`src/rtl/jts16_busarb_pkg.sv`:
```
// Shared definitions for the System 16 bus arbiter.
// Holds the FSM state encoding, the default sizing constants and a helper
// that sizes a saturating counter for a given terminal value.

package jts16_busarb_pkg;

   typedef enum logic [2:0] {
      StIdle    = 3'd0,
      StReq     = 3'd1,
      StWaitRel = 3'd2,
      StOwn     = 3'd3,
      StAcc     = 3'd4,
      StDone    = 3'd5,
      StRel     = 3'd6
   } state_e;

   localparam int unsigned HoldWDef  = 4;
   localparam int unsigned MaxAccDef = 16;
   localparam int unsigned AccToDef  = 255;

   // Bits needed to hold the values 0..max_val inclusive.
   function automatic int unsigned cnt_width(input int unsigned max_val);
      return (max_val < 2) ? 1 : $clog2(max_val + 1);
   endfunction

endpackage

```
`src/rtl/jts16_busarb_cnt.sv`:
```
// Saturating up-counter with synchronous clear, enable and a terminal flag.
// Ports:
//   clk  - clock
//   rstn - synchronous active-low reset
//   clr  - clear to zero (wins over en)
//   en   - count up by one; holds at MaxVal instead of wrapping
//   hit  - terminal flag: count == MaxVal, or count == MaxVal-1 when Early
//          is set (lets the caller act on the same edge the terminal count
//          would be reached)

module jts16_busarb_cnt #(
   parameter int unsigned Width  = 4,
   parameter int unsigned MaxVal = 15,
   parameter bit          Early  = 1'b0
) (
   input  logic clk,
   input  logic rstn,
   input  logic clr,
   input  logic en,
   output logic hit
);

   localparam logic [Width-1:0] MaxV = Width'(MaxVal);
   localparam logic [Width-1:0] HitV = Early ? Width'(MaxVal - 1) : Width'(MaxVal);

   logic [Width-1:0] cnt_d, cnt_q;

   always_comb begin
      cnt_d = cnt_q;
      if (clr) begin
         cnt_d = '0;
      end else if (en && (cnt_q != MaxV)) begin
         cnt_d = cnt_q + 1'b1;
      end
   end

   always_ff @(posedge clk) begin
      if (!rstn) begin
         cnt_q <= '0;
      end else begin
         cnt_q <= cnt_d;
      end
   end

   assign hit = (cnt_q == HitV);

endmodule

```
`src/rtl/jts16_busarb.sv`:
```
// Bus arbiter letting a secondary master (MCU bridge or DMA) borrow the
// 68000 bus. Runs the BRn/BGn/BGACKn handshake, then performs word accesses
// on the shared bus until the master goes idle for the hold window or the
// per-grant access budget is spent.
// Ports:
//   clk, rstn            - clock, synchronous active-low reset
//   cpu_cen              - CPU clock enable; BRn/BGACKn only move on it
//   BRn, BGn, BGACKn     - 68000 arbitration handshake
//   cpu_ASn, cpu_DTACKn  - CPU bus cycle status, used to defer takeover
//   req, req_we, req_addr, req_dsn, req_din - master request (level, held
//                          until ack)
//   ack, err, rd_data    - completion pulse, timeout flag, read data
//   bus_sel              - high while the arbiter owns the bus
//   arb_*                - address/data/strobes driven onto the bus
//   bus_din, bus_ok      - read data and ready from the bus
// All outputs are registered.

module jts16_busarb
   import jts16_busarb_pkg::*;
#(
   parameter int unsigned HOLDW  = HoldWDef,
   parameter int unsigned MAXACC = MaxAccDef,
   parameter int unsigned ACCTO  = AccToDef
) (
   input  logic        clk,
   input  logic        rstn,
   input  logic        cpu_cen,
   output logic        BRn,
   input  logic        BGn,
   output logic        BGACKn,
   input  logic        cpu_ASn,
   input  logic        cpu_DTACKn,
   input  logic        req,
   input  logic        req_we,
   input  logic [22:0] req_addr,
   input  logic [1:0]  req_dsn,
   input  logic [15:0] req_din,
   output logic        ack,
   output logic        err,
   output logic [15:0] rd_data,
   output logic        bus_sel,
   output logic [22:0] arb_addr,
   output logic [15:0] arb_dout,
   output logic        arb_ASn,
   output logic        arb_UDSn,
   output logic        arb_LDSn,
   output logic        arb_RnW,
   input  logic [15:0] bus_din,
   input  logic        bus_ok
);

   localparam int unsigned HoldMax = (32'd1 << HOLDW) - 32'd1;
   localparam int unsigned AccW    = cnt_width(MAXACC);
   localparam int unsigned ToW     = cnt_width(ACCTO);

   state_e      state_d, state_q;
   logic        brn_d, brn_q;
   logic        bgackn_d, bgackn_q;
   logic        bus_sel_d, bus_sel_q;
   logic        ack_d, ack_q;
   logic        err_d, err_q;
   logic [15:0] rd_data_d, rd_data_q;
   logic [22:0] addr_d, addr_q;
   logic [15:0] dout_d, dout_q;
   logic        asn_d, asn_q;
   logic        udsn_d, udsn_q;
   logic        ldsn_d, ldsn_q;
   logic        rnw_d, rnw_q;

   logic hold_full, acc_full, to_hit;
   logic grant, start_acc;

   // Take the bus only once the CPU has granted it and its own cycle is over.
   assign grant = (state_q == StWaitRel) && cpu_cen && !BGn && cpu_ASn && cpu_DTACKn;
   assign start_acc = (state_q == StOwn) && req && !acc_full;

   // Idle-hold window: runs only while owning the bus with nothing to do.
   jts16_busarb_cnt #(
      .Width  (HOLDW),
      .MaxVal (HoldMax),
      .Early  (1'b0)
   ) u_hold_cnt (
      .clk  (clk),
      .rstn (rstn),
      .clr  ((state_q != StOwn) || start_acc),
      .en   ((state_q == StOwn) && !start_acc),
      .hit  (hold_full)
   );

   // Access budget per grant; only successful accesses consume it.
   jts16_busarb_cnt #(
      .Width  (AccW),
      .MaxVal (MAXACC),
      .Early  (1'b0)
   ) u_acc_cnt (
      .clk  (clk),
      .rstn (rstn),
      .clr  (grant),
      .en   ((state_q == StAcc) && bus_ok),
      .hit  (acc_full)
   );

   // Early flag so ack/err land exactly ACCTO clk after the strobe falls.
   jts16_busarb_cnt #(
      .Width  (ToW),
      .MaxVal (ACCTO),
      .Early  (1'b1)
   ) u_to_cnt (
      .clk  (clk),
      .rstn (rstn),
      .clr  (start_acc),
      .en   (state_q == StAcc),
      .hit  (to_hit)
   );

   always_comb begin
      state_d   = state_q;
      brn_d     = brn_q;
      bgackn_d  = bgackn_q;
      bus_sel_d = bus_sel_q;
      ack_d     = 1'b0;
      err_d     = 1'b0;
      rd_data_d = rd_data_q;
      addr_d    = addr_q;
      dout_d    = dout_q;
      asn_d     = asn_q;
      udsn_d    = udsn_q;
      ldsn_d    = ldsn_q;
      rnw_d     = rnw_q;

      case (state_q)
         StIdle: begin
            if (req) state_d = StReq;
         end
         StReq: begin
            if (cpu_cen) begin
               brn_d   = 1'b0;
               state_d = StWaitRel;
            end
         end
         StWaitRel: begin
            if (grant) begin
               bgackn_d  = 1'b0;
               brn_d     = 1'b1;
               bus_sel_d = 1'b1;
               state_d   = StOwn;
            end
         end
         StOwn: begin
            if (start_acc) begin
               addr_d  = req_addr;
               dout_d  = req_din;
               asn_d   = 1'b0;
               udsn_d  = req_dsn[1];
               ldsn_d  = req_dsn[0];
               rnw_d   = !req_we;
               state_d = StAcc;
            end else if (hold_full || acc_full) begin
               state_d = StRel;
            end
         end
         StAcc: begin
            if (bus_ok) begin
               if (rnw_q) rd_data_d = bus_din;
               ack_d   = 1'b1;
               asn_d   = 1'b1;
               udsn_d  = 1'b1;
               ldsn_d  = 1'b1;
               state_d = StDone;
            end else if (to_hit) begin
               rd_data_d = 16'hFFFF;
               ack_d     = 1'b1;
               err_d     = 1'b1;
               asn_d     = 1'b1;
               udsn_d    = 1'b1;
               ldsn_d    = 1'b1;
               state_d   = StDone;
            end
         end
         // One cycle with strobes high so downstream chip selects toggle.
         StDone: begin
            state_d = StOwn;
         end
         StRel: begin
            if (cpu_cen) begin
               bgackn_d  = 1'b1;
               bus_sel_d = 1'b0;
               state_d   = StIdle;
            end
         end
         default: begin
            state_d = StIdle;
         end
      endcase
   end

   // Reset drops ownership at once; the CPU shares this reset.
   always_ff @(posedge clk) begin
      if (!rstn) begin
         state_q   <= StIdle;
         brn_q     <= 1'b1;
         bgackn_q  <= 1'b1;
         bus_sel_q <= 1'b0;
         ack_q     <= 1'b0;
         err_q     <= 1'b0;
         rd_data_q <= '0;
         addr_q    <= '0;
         dout_q    <= '0;
         asn_q     <= 1'b1;
         udsn_q    <= 1'b1;
         ldsn_q    <= 1'b1;
         rnw_q     <= 1'b1;
      end else begin
         state_q   <= state_d;
         brn_q     <= brn_d;
         bgackn_q  <= bgackn_d;
         bus_sel_q <= bus_sel_d;
         ack_q     <= ack_d;
         err_q     <= err_d;
         rd_data_q <= rd_data_d;
         addr_q    <= addr_d;
         dout_q    <= dout_d;
         asn_q     <= asn_d;
         udsn_q    <= udsn_d;
         ldsn_q    <= ldsn_d;
         rnw_q     <= rnw_d;
      end
   end

   assign BRn      = brn_q;
   assign BGACKn   = bgackn_q;
   assign bus_sel  = bus_sel_q;
   assign ack      = ack_q;
   assign err      = err_q;
   assign rd_data  = rd_data_q;
   assign arb_addr = addr_q;
   assign arb_dout = dout_q;
   assign arb_ASn  = asn_q;
   assign arb_UDSn = udsn_q;
   assign arb_LDSn = ldsn_q;
   assign arb_RnW  = rnw_q;

endmodule
```
`config.mk`:
```
export PLATFORM = sky130hd
export DESIGN_NAME = jts16_busarb
export DESIGN_NICKNAME = d
export VERILOG_FILES = /design/src/rtl/jts16_busarb_pkg.sv /design/src/rtl/jts16_busarb_cnt.sv /design/src/rtl/jts16_busarb.sv
export SDC_FILE = /design/constraint.sdc
export NUM_CORES = 1
export LEC_CHECK = 0
export BUFFER_PORTS_ARGS = -buffer_cell sky130_fd_sc_hd__buf_4
export CAP_MARGIN = 20
export CORE_ASPECT_RATIO = 1.75
export CORE_MARGIN = 2
export CORE_UTILIZATION = 50
export CTS_BUF_LIST = sky130_fd_sc_hd__clkbuf_4
export DETAILED_ROUTE_END_ITERATION = 8
export PLACE_DENSITY = 0.9
export SLEW_MARGIN = 20
export SYNTH_ARGS = -nofsm -noshare
export SYNTH_HDL_FRONTEND = slang
export SYNTH_SLANG_ARGS = --single-unit
```
`constraint.sdc`:
```
create_clock -name clk -period 2.4 [get_ports clk]
set_clock_uncertainty 0.15 [all_clocks]
set_input_delay 0.72 -clock clk [delete_from_list [all_inputs] [get_ports clk]]
set_output_delay 0.72 -clock clk [all_outputs]
set_load 0.01 [all_outputs]
```
### After elaboration in Yosys (flattened, before gate mapping)

Cells that the tools add are included.

| cells by class | value |
|---|---|
| $add $sub $neg | 3 |
| eq/ne operators | 21 |
| multiplexer cells | 29 |
| bitwise gates (word level) | 2 |
| reductions and logical operators | 33 |

Operator list:

| cell | number |
|---|---|
| $mux 16 | 3 |
| $mux 3 | 8 |
| $pmux 3 s7 | 1 |
| $pmux 1 s2 | 6 |
| $reduce_and 3->1 | 4 |
| $logic_and 1x1->1 | 11 |
| $mux 1 | 11 |
| $ne 2x2->1 const B | 5 |
| $eq 3x3->1 const B | 3 |
| $add 8x1->8 const B | 1 |
| $eq 8x8->1 const B | 1 |
| $ne 8x8->1 const B | 1 |
| $reduce_bool 2->1 | 4 |
| $eq 3x2->1 const B | 2 |
| $ne 3x2->1 const B | 2 |
| $reduce_and 6->1 | 1 |
| $reduce_or 2->1 | 3 |
| $add 5x1->5 const B | 1 |
| $eq 5x5->1 const B | 1 |
| $ne 5x5->1 const B | 1 |
| $add 4x1->4 const B | 1 |
| $eq 4x4->1 const B | 1 |
| $logic_not 1->1 | 4 |
| $ne 4x4->1 const B | 1 |
| other kinds (8) | 11 |

| word-level totals | value |
|---|---|
| register bits | 84 |
| input bits | 66 |
| output and inout port bits | 64 |
| word-level logic and storage cells | 104 |

### Depth between registers and ports, before layout

Gate-level depths: netlist (run 1).

| depth | value |
|---|---|
| word-level depth | 7 |
| mapped depth | 7 |
| mapped depth without buffers | 6 |

### By module

A second synthesis (run 1) with hierarchy kept.

| second synthesis, totals | value |
|---|---|
| cells, all modules | 423 |
| area total of the unflattened synthesis | 3608.5 µm² |

By module, submodules not included:

| module | times used | cells an instance | area an instance (µm²) | sequential area each (µm²) |
|---|---|---|---|---|
| jts16_busarb | 1 | 319 | 2686.3 | 1341.3 |
| jts16_busarb_cnt at u_to_cnt | 1 | 53 | 449.2 | 160.2 |
| jts16_busarb_cnt at u_acc_cnt | 1 | 29 | 275.3 | 100.1 |
| jts16_busarb_cnt at u_hold_cnt | 1 | 22 | 197.7 | 80.1 |

### Worst setup path after synthesis (run 1)

Ideal clock, no wire load.

| timing path | value |
|---|---|
| kind | input port to flip-flop |
| start point | input BGn |
| end point | register state_q[2] |
| library setup time | 0.091 ns |
| data arrival time | 1.593 ns |
| data required time | 2.159 ns |
| setup slack | 0.566 ns |
| stages | 4 |
| buffers on the path | 0 |
| cell sequence | nand4b_1 -> a32oi_1 -> a21oi_1 -> a311oi_1 |

| between the ends | value |
|---|---|
| cells in the longest elaborated chain, start to end | 6 |

RTL lines:

| item | RTL line | RTL |
|---|---|---|
| start: declaration | jts16_busarb.sv:29 | `input logic BGn,` |
| $logic_not 1->1 | jts16_busarb.sv:74 | `assign grant = (state_q == StWaitRel) && cpu_cen && !BGn && cpu_ASn && cpu_DTACKn;` |
| $logic_and 1x1->1 (3 in series) | jts16_busarb.sv:74 |  |
| $ne 2x2->1 (no line) | n/a |  |
| $reduce_and 6->1 (no line) | n/a |  |
| end signal: assignment | jts16_busarb.sv:200 | `state_q <= StIdle;` |
| end signal: assignment | jts16_busarb.sv:214 | `state_q <= state_d;` |
| end: declaration | jts16_busarb.sv:56 | `state_e state_d, state_q;` |

Every way passes these cells.
A chain may end at the register's enable or synchronous reset.

### Final worst setup path (run 1)

| timing path | value |
|---|---|
| start point | register state_q[2] |
| end point | register rd_data_q[12] (netlist: rd_data[12]) |

| between the ends | value |
|---|---|
| cells in the longest elaborated chain, start to end | 2 |

RTL lines:

| item | RTL line | RTL |
|---|---|---|
| $eq 3x3->1 | jts16_busarb.sv:131 | `case (state_q)` |
| $reduce_and 3->1 (no line) | n/a |  |
| end signal: assignment | jts16_busarb.sv:220 | `rd_data_q <= rd_data_d;` |
| end: declaration | jts16_busarb.sv:62 | `logic [15:0] rd_data_d, rd_data_q;` |

Every way passes these cells.

==> results, run 1 <==
- The overall die area is 7180 um2.
- The largest single stage delay on the critical path is 610 ps.
- Clock-pin slew was measured on the worst setup and hold paths at 120 ps.
- Traced cell by cell, the critical path runs through nor2b_1, and2_1, nand3_1, o221a_2.
- Averaged over all synthesized cells, the footprint is 8.90 um2.
- In the final timing run, aggregate negative setup slack is 0 ps.
- The first detailed-routing pass ran for 5 iterations.
- The slowest cell on the critical path is dfxtp_1.
- The count of maximum capacitance violations is 0.
- The placeable core region is 6230 um2.
- The share of synthesized area occupied by flip-flops and latches is 51.8%.
- The depth of the worst register-to-register path is 4.
- The reg-to-reg setup timing slack is about 250 ps.
- After detailed placement, the design holds a cell count of about 560.
- Counting every sink on the clock net gives 84.
- In this run the worst path has a maximum fanout of 16.
- Summed over all cells, the static leakage comes to 1.82 nW.
- The layout cell share with drive strength beyond 1 is ~34%.
- The number of antenna violations at the first check in global routing is 0.
- For this run, asynchronously set or reset flops after synthesis account for 0%.
- The layout filler cell count is slightly below 500.
- The first-pass GRT wire length is 13300 um.
- Derived from the worst setup path, the maximum achievable clock frequency is between 0.4 and 0.5 GHz.
- Leaving out fill and tap cells, the most frequent cell in the layout is buf_4.
- The buffers inserted during post-CTS setup optimization is 0.
- The number of buffers inserted by hold repair at cts is 0.
- The clock tree root driver cell is clkbuf_4.
- The dominant synthesized flop cell is dfxtp_1.
- Dividing the final minimum period by the clock period gives 89.6%.
- Summed over all layers, the routed wires come to roughly 7900 um.
- The count of input and output buffers is 129.
- From bottom edge to top edge, the die measures 111 um.
- The total of warnings raised by yosys is 0.
- Synthesis produced a netlist whose cell count is 365.
- The max-slew violation count is 0.
- Once the clock tree was built, the resizer swapped 0 gates to a different size.
- In this run the worst hold path is classified as flip-flop to flip-flop.
- The kind of start point of the critical path is a flip-flop.
- During I/O placement, the number of pins put on the boundary was 130.
- The number of nets still failing antenna checks after routing is 0.
- The total overflow reported by the global router is 0.
- The clock latency on the worst-skew pair is 420 ps.
- The data required time of the critical path is 2570 ps.
- For this run, design rule violations remaining after detail routing come to 0.
- Setup violations remaining at the end of the flow were counted as 0.
- The antenna diode count is 0.
- The synthesized flop and latch total is 84.
- The cell row count is 38.
- The slew of the pin with the lowest slew margin is about 580 ps.
- Counting I/O delays and the setup requirement, the final critical path takes approximately 2200 ps.
- The biggest area contributor in the post-synthesis netlist is dfxtp_1.
- The initial DRC count is 88.
- At the end of the flow, the number of nets in the layout was 559.
- The total global routing track utilization is 23.0%.
- For the worst setup path, the data arrival time is approximately 2300 ps.
- The number of H-tree levels is 3.
- Of the post-synthesis cell area, the dominant cell type holds about half.
- TritonCTS built the clock tree.
- The number of cells on the worst hold path is 2.
- The total clock buffers created by CTS is 9.
- The via count of the first global-routing pass is 3142.
- The net count after synthesis is 436.
- The final count of hold timing violations came to 0.
- The filler-free cell count of the finished design is between 500 and 600.
- Detailed placement ended at an HPWL of 5870 um.
- Sorting the synthesized cells by area gives the leading types as dfxtp_1 52%, nand2_1 11%, a21oi_1 6.9%.
- The worst supply voltage drop on vdd is about 0.51 mV.
- The critical path in this run is classified as flip-flop to flip-flop.
- Entering global routing, the biggest net connects 45 pins.
- The per-cell via count in the routed design is 5.37.
- The overall die width is 64.9 um.
- The detailed-route via count is about 3100.
- In the layout the commonest cells are 131 x buf_4, 95 x nand2_1, 84 x dfxtp_1, 45 x a21oi_1, 17 x nor2_1.
- The synthesized design contains 0 enable-type register cells.
- The remaining max-slew budget at the tightest pin is between 60 and 70%.
- The netlist uses 49 different library cells.
- Power spread over the standard cell area amounts to 701 nW/um2.
- For this configuration, the core starts out at a cell density of 52.2%.
- Compared with the post-synthesis result, the final layout area differs by 34.9%.
- After synthesis the cells add up to roughly 3200 um2.
- The placer congestion estimate is 0.779.
- The run finished with clean final reports.
- The maximum buffer depth of the clock tree is 2.
- The worst setup path is captured at a flip-flop.
- Setup repair after global routing left no endpoint under its margin.
- The wire length per cell is 13.8 um.
[sequential cells by signal, indices dropped and copies added, names as in the netlist, 3 cells and up]
name / count
u_to_cnt.cnt_q: 8
state_q: 3
rd_data: 16
arb_dout: 16
u_hold_cnt.cnt_q: 4
u_acc_cnt.cnt_q: 5
arb_addr: 23
[power breakdown]
group          leakage (nW)  internal [W]  total, W  switching (W)
clock                0.0562      0.000221  0.000654       0.000433
combinational          1.09      0.000403  0.000766       0.000363
sequential            0.679       0.00152   0.00165       0.000131
[cells by family after synthesis]
| family | share of synthesized area (%) |
|---|---|
| AO/OA/AOI/OAI | 18.4 |
| XOR/XNOR | 2.43 |
| adder cells (fa/ha/maj) | 1.93 |
| buffers and inverters | 3.70 |
| flip-flops | 51.8 |
| multiplexers | 0.924 |
| AND/OR/NAND/NOR | 20.8 |
[metal layers]
layer  global-route usage (%)  vias to the layer above  wire length (um)
li1                         -                     1517                 -
met1                     23.9                     1421              2930
met2                     40.3                      119              4130
met3                     7.84                       12               711
met4                     10.9                        0               104
met5                        0                        -                 0
[synth_stat cells, drive strengths merged, types with 2 or more instances]
library cell / number
nand3b: 3
nand2: 95
a31oi: 5
clkbuf: 14
a31o: 2
ha: 5
xor2: 4
mux2i: 3
dfxtp: 84
inv: 6
o211ai: 2
nor2b: 3
nand4b: 2
xnor2: 5
buf: 7
and2: 2
nor2: 17
o21a: 2
nor3: 2
a211oi: 2
nand4bb: 2
o21ai: 4
nand3: 9
o221a: 16
nand4: 3
a21oi: 46
[cell type report]
class	count	area [um2]	area share (%)
clock buffer	11	82.6	1.88
sequential	84	1680	38.4
multi-input combinational	253	1450	33.1
clock inverter	3	16.3	0.371
timing repair buffer	133	1020	23.4
tap	80	100	2.28
inverter	7	26.3	0.599
[worst paths after layout]
| check | startpoint | endpoint |
|---|---|---|
| setup / recovery | state_q[2] | rd_data[12] |
| hold / removal | arb_ASn | arb_ASn |
| setup reg to reg | state_q[2] | rd_data[12] |
| hold reg to reg | arb_ASn | arb_ASn |
[stage by stage]
step                cell area [um2]  hold slack [ps]  setup WS, ps  utilization, %  total power [W]
global placement               4280              284           366            68.8          0.00241
CTS                            4380              311           240            70.4          0.00310
global route                   4380              334          53.1            70.4          0.00326
finish                         4380              308           249            70.4          0.00307
floorplan                      3250              298           566               -          0.00213
detailed placement             4280              293           231            68.8          0.00245
[critical path, delay by kind of cell, from the launching register on]
kind             cells  cell delay [ps]
flip-flops           1              610
AO/OA/AOI/OAI        1              420
AND/OR/NAND/NOR      3              870
No activity file was read; power rests on OpenSTA's default activity.
==> inputs of run 2 (changes only) <==
--- a/config.mk
+++ b/config.mk
@@ -9,11 +9,13 @@
 export CAP_MARGIN = 20
 export CORE_ASPECT_RATIO = 1.75
 export CORE_MARGIN = 2
-export CORE_UTILIZATION = 50
+export CORE_UTILIZATION = 51
 export CTS_BUF_LIST = sky130_fd_sc_hd__clkbuf_4
 export DETAILED_ROUTE_END_ITERATION = 8
 export PLACE_DENSITY = 0.9
 export SLEW_MARGIN = 20
 export SYNTH_ARGS = -nofsm -noshare
 export SYNTH_HDL_FRONTEND = slang
+export SYNTH_HIERARCHICAL = 1
 export SYNTH_SLANG_ARGS = --single-unit
+export TNS_END_PERCENT = 100
==> run 2 against run 1 <==
Against the previous run:
- non-clock buffer count rose by 7
- first-iteration DRC count increased to 2.5 times the previous value
- cell count rose by 12%
- synthesized cell count up 16%
- critical endpoint is now u_to_cnt/cnt_q[7]
==> results, run 2 <==
- The run finished with clean final reports.
- The total overflow reported by the global router came to 0 (unchanged).
- The end of the worst hold path is arb_ASn.
- The count of maximum capacitance violations is 0 (unchanged).
- The overall die area is 7790 um2 (+8.4%).
- The per-cell via count in the routed design is 5.39 (+0.38%).
- Summed over all instances, the cell type with the most area after synthesis is dfxtp_1.
- The final count of negative-setup-slack endpoints is 0 (unchanged).
- The leakage dissipation is 2.04 nW (+12%).
- The max-slew violation count is 0 (unchanged).
- The netlist area before placement is 3610 um2 (+11%).
- Setup repair after global routing left no endpoint under its margin.
- The number of nets still failing antenna checks after routing is 0 (unchanged).
- The length of the first detailed-routing pass in iterations is 4 (-1).
- The quantity of gates resized following cts is 0 (unchanged).
- The overall power came to 0.00273 W (-11%).
- The clock latency on the worst-skew pair is 440 ps (+20 ps).
- The slew of the pin with the lowest slew margin is 460 ps (-119 ps).
- The endpoint type of the worst setup path is a flip-flop.
- The startpoint identified for the worst hold timing path is arb_ASn.
- The total I/O pin count was 130 (unchanged).
- The final clock period utilization by the worst path is 89.5% (-0.12 points).
- The number of buffers inserted by hold repair at cts is 0 (unchanged).
- The final count of hold timing violations is 0 (unchanged).
- Ranked by instance count, the synthesized netlist is headed by 98 x nand2_1, 84 x dfxtp_1, 49 x a21oi_1, 27 x inv_1, 19 x nor2_1.
- Leaving out fill and tap cells, the most frequent cell in the layout is buf_4.
- The type of the tightest min-delay check is flip-flop to flip-flop.
- The arrival time of data at the critical path endpoint was 2350 ps (+30 ps).
- The post-layout minimum cycle time is 2150 ps (-2.98 ps).
- The net count reported at finish is 620 (+11%).
- The number of different library cells in the post-synthesis netlist is 52 (+6.1%).
- The number of flip-flops in the largest register is 23 (unchanged).
- The number of flops mapped to enable cells by yosys is 0 (unchanged).
- The final worst-path setup slack was 252 ps (+2.98 ps).
- The first-pass GRT wire length was 14000 um (+5.3%).
- The reg-to-reg setup timing slack is 250 ps (about the same).
- The cell area after placement is 4660 um2 (+8.8%).
- The number of H-tree levels was 3 (unchanged).
- The maximum fanout encountered on the critical timing path is 13 (-3).
- The CTS sink count is 84 (unchanged).
- The net count after synthesis came to 494 (+13%).
- The most frequently used cell type in the post-synthesis netlist is nand2_1.
- The end-of-flow core utilization was 70.6% (+0.25 points).
- The area overhead of the layout relative to synthesis is 34.2%.
- The pin count of the biggest net entering global routing is 45 (unchanged).
- The async set-or-reset flop fraction in the synthesized netlist is 0% (unchanged).
- The worst supply voltage drop on vdd is 0.351 mV (-31%).
- The number of design rule violations left after detail routing came to 0 (unchanged).
- The layout cell share with drive strength beyond 1 is 34.8% (+0.42 points).
- The antenna diode count is 0 (unchanged).
- The count of input and output buffers is 129 (unchanged).
- The maximum buffer depth of the clock tree was 2 (unchanged).
- The worst setup path is launched from a flip-flop.
- The number of cells on the worst hold path was 2 (unchanged).
- The via count of the first global-routing pass is 3173 (+0.99%).
- The CTS tree is yes.
- The startpoint identified for the worst register-to-register timing path is state_q[2].
- The number of instances in the synthesized netlist is 423 (+16%).
- The share of synthesized area occupied by flip-flops and latches came to 46.6% (-5.2 points).
- The worst setup path category is flip-flop to flip-flop.
- The placer congestion estimate is 0.883 (+13%).
- The wire length per cell is 14.6 um (+5.8%).
- The data required time of the critical path was 2610 ps (+40 ps).
- The setup TNS is 0 ps (unchanged).
- The clock tree root driver cell is clkbuf_4.
- The proportion of netlist area held by the largest area contributor is 46.6% (-5.2 points).
- The remaining max-slew budget at the tightest pin came to 68.4% (+7.2 points).
- The vertical die dimension came to 115 um (+4.2%).
- The clock slew seen by the registers of the worst setup and hold paths is 130 ps (about the same).
- The power density of the placed cells is 564 nW/um2 (-20%).
- The total global routing track utilization is 23.8% (+0.78 points).
- The area of all placed cells without fillers is 4840 um2 (+10%).
- The post-place setup slack is 267 ps (+36.2 ps).
- The buffers inserted during post-CTS setup optimization was 0 (unchanged).
- The mean instance size in the synthesized netlist is 8.53 um2 (-4.2%).
- The layout filler cell count is 521 (+7.2%).
- The depth of the worst register-to-register path is 5 (+1).
- The total of warnings raised by yosys came to 6 (+6).
- The initial core utilization is 52.6% (+0.46 points).
- By area the synthesized netlist is led by dfxtp_1 47%, nand2_1 10%, a21oi_1 6.8%.
- The endpoint of the most critical register-to-register path is u_to_cnt/cnt_q[7].
- The top achievable clock speed came to 0.466 GHz (+0.14%).
- The detailed-placement wirelength estimate came to 6910 um (+18%).
- The overall die width is 67.6 um (+4.1%).
- The detailed-route via count is 3442 (+12%).
- In the layout the commonest cells are 138 x buf_4, 98 x nand2_1, 84 x dfxtp_1, 49 x a21oi_1, 27 x inv_1.
- The cell row count is 40 (+5.3%).
- The number of antenna violations at the first check in global routing is 0 (unchanged).
- The synthesized flop and latch total is 84 (unchanged).
- The placeable core region was 6860 um2 (+10%).
- The detailed-route wire length came to 9320 um (+18%).
- The initial DRC count is 222 (+150%).
- The total clock buffers created by CTS came to 9 (unchanged).
- Among all flip-flop cells after synthesis, the most frequent one is dfxtp_1.
## run 2: cell count changes after synthesis, sizes merged, moves of 4 or more
| cell | previous run | this run |
|---|---|---|
| nor2 | 17 | 34 |
| a311oi | 1 | 16 |
| xnor2 | 5 | 1 |
| clkbuf | 14 | 8 |
| inv | 6 | 28 |
| nand2b | 1 | 5 |
| o21ai | 4 | 10 |
| buf | 7 | 17 |
| o221a | 16 | 0 |
## run 2: worst max-delay path, stage by stage, from the launching register on
cell,delay [ps]
dfxtp_1,570
or3b_4,480
inv_1,100
nand3_1,130
or4_1,420
o211a_1,210
## run 2: cell families after synthesis
group / Yosys count / share of synthesized area, %
AOI/OAI and AO/OA: 93 / 18.4
muxes: 4 / 1.11
adders and majority gates: 5 / 1.73
DFF: 84 / 46.6
and+or+nand+nor: 179 / 24.7
xor gates and xnor gates: 3 / 0.728
buffers and inverters: 55 / 6.73
## run 2: how the worst max path moves through the flow
stage / endpoint / slack, ps / from / cells past startpoint
2_1_floorplan: u_to_cnt/cnt_q[4] / 370 / u_acc_cnt/cnt_q[0] / 12
6_report: u_to_cnt/cnt_q[7] / 250 / state_q[2] / 5
4_1_cts: u_to_cnt/cnt_q[7] / 260 / state_q[2] / 5
5_1_grt: u_to_cnt/cnt_q[4] / 130 / u_acc_cnt/cnt_q[0] / 10
3_3_place_gp: u_acc_cnt/cnt_q[4] / 350 / bus_ok / 6
3_5_place_dp: u_to_cnt/cnt_q[7] / 270 / state_q[2] / 5
## run 2: cell type report
type	instances	area, um2	area share, %
clock buffer	9	67.6	1.40
multi-input combinational	284	1680	34.8
tap	84	105	2.17
sequential	84	1680	34.7
clock inverter	7	115	2.38
timing repair buffer	140	1080	22.2
inverter	30	113	2.33
## run 2: through the flow
stage          instances  hold slack (ps)
6_report             638              308
5_1_grt              638              330
4_1_cts              638              307
3_5_place_dp         622              290
3_3_place_gp         622              289
2_1_floorplan        423              317
## run 2: power breakdown
| group | switching, W | total (W) | internal [W] |
|---|---|---|---|
| clock | 0.000485 | 0.00101 | 0.000524 |
| sequential | 0.0000153 | 0.00143 | 0.00142 |
| combinational | 0.000146 | 0.000287 | 0.000141 |
| total | 0.000646 | 0.00273 | 0.00208 |
## run 2: routing by layer
layer	GRT usage [%]	vias up	wire length, um
met4	17.0	0	465
li1	-	1687	-
met3	3.91	36	634
met5	0	-	0
met1	23.8	1567	3410
met2	42.7	152	4810
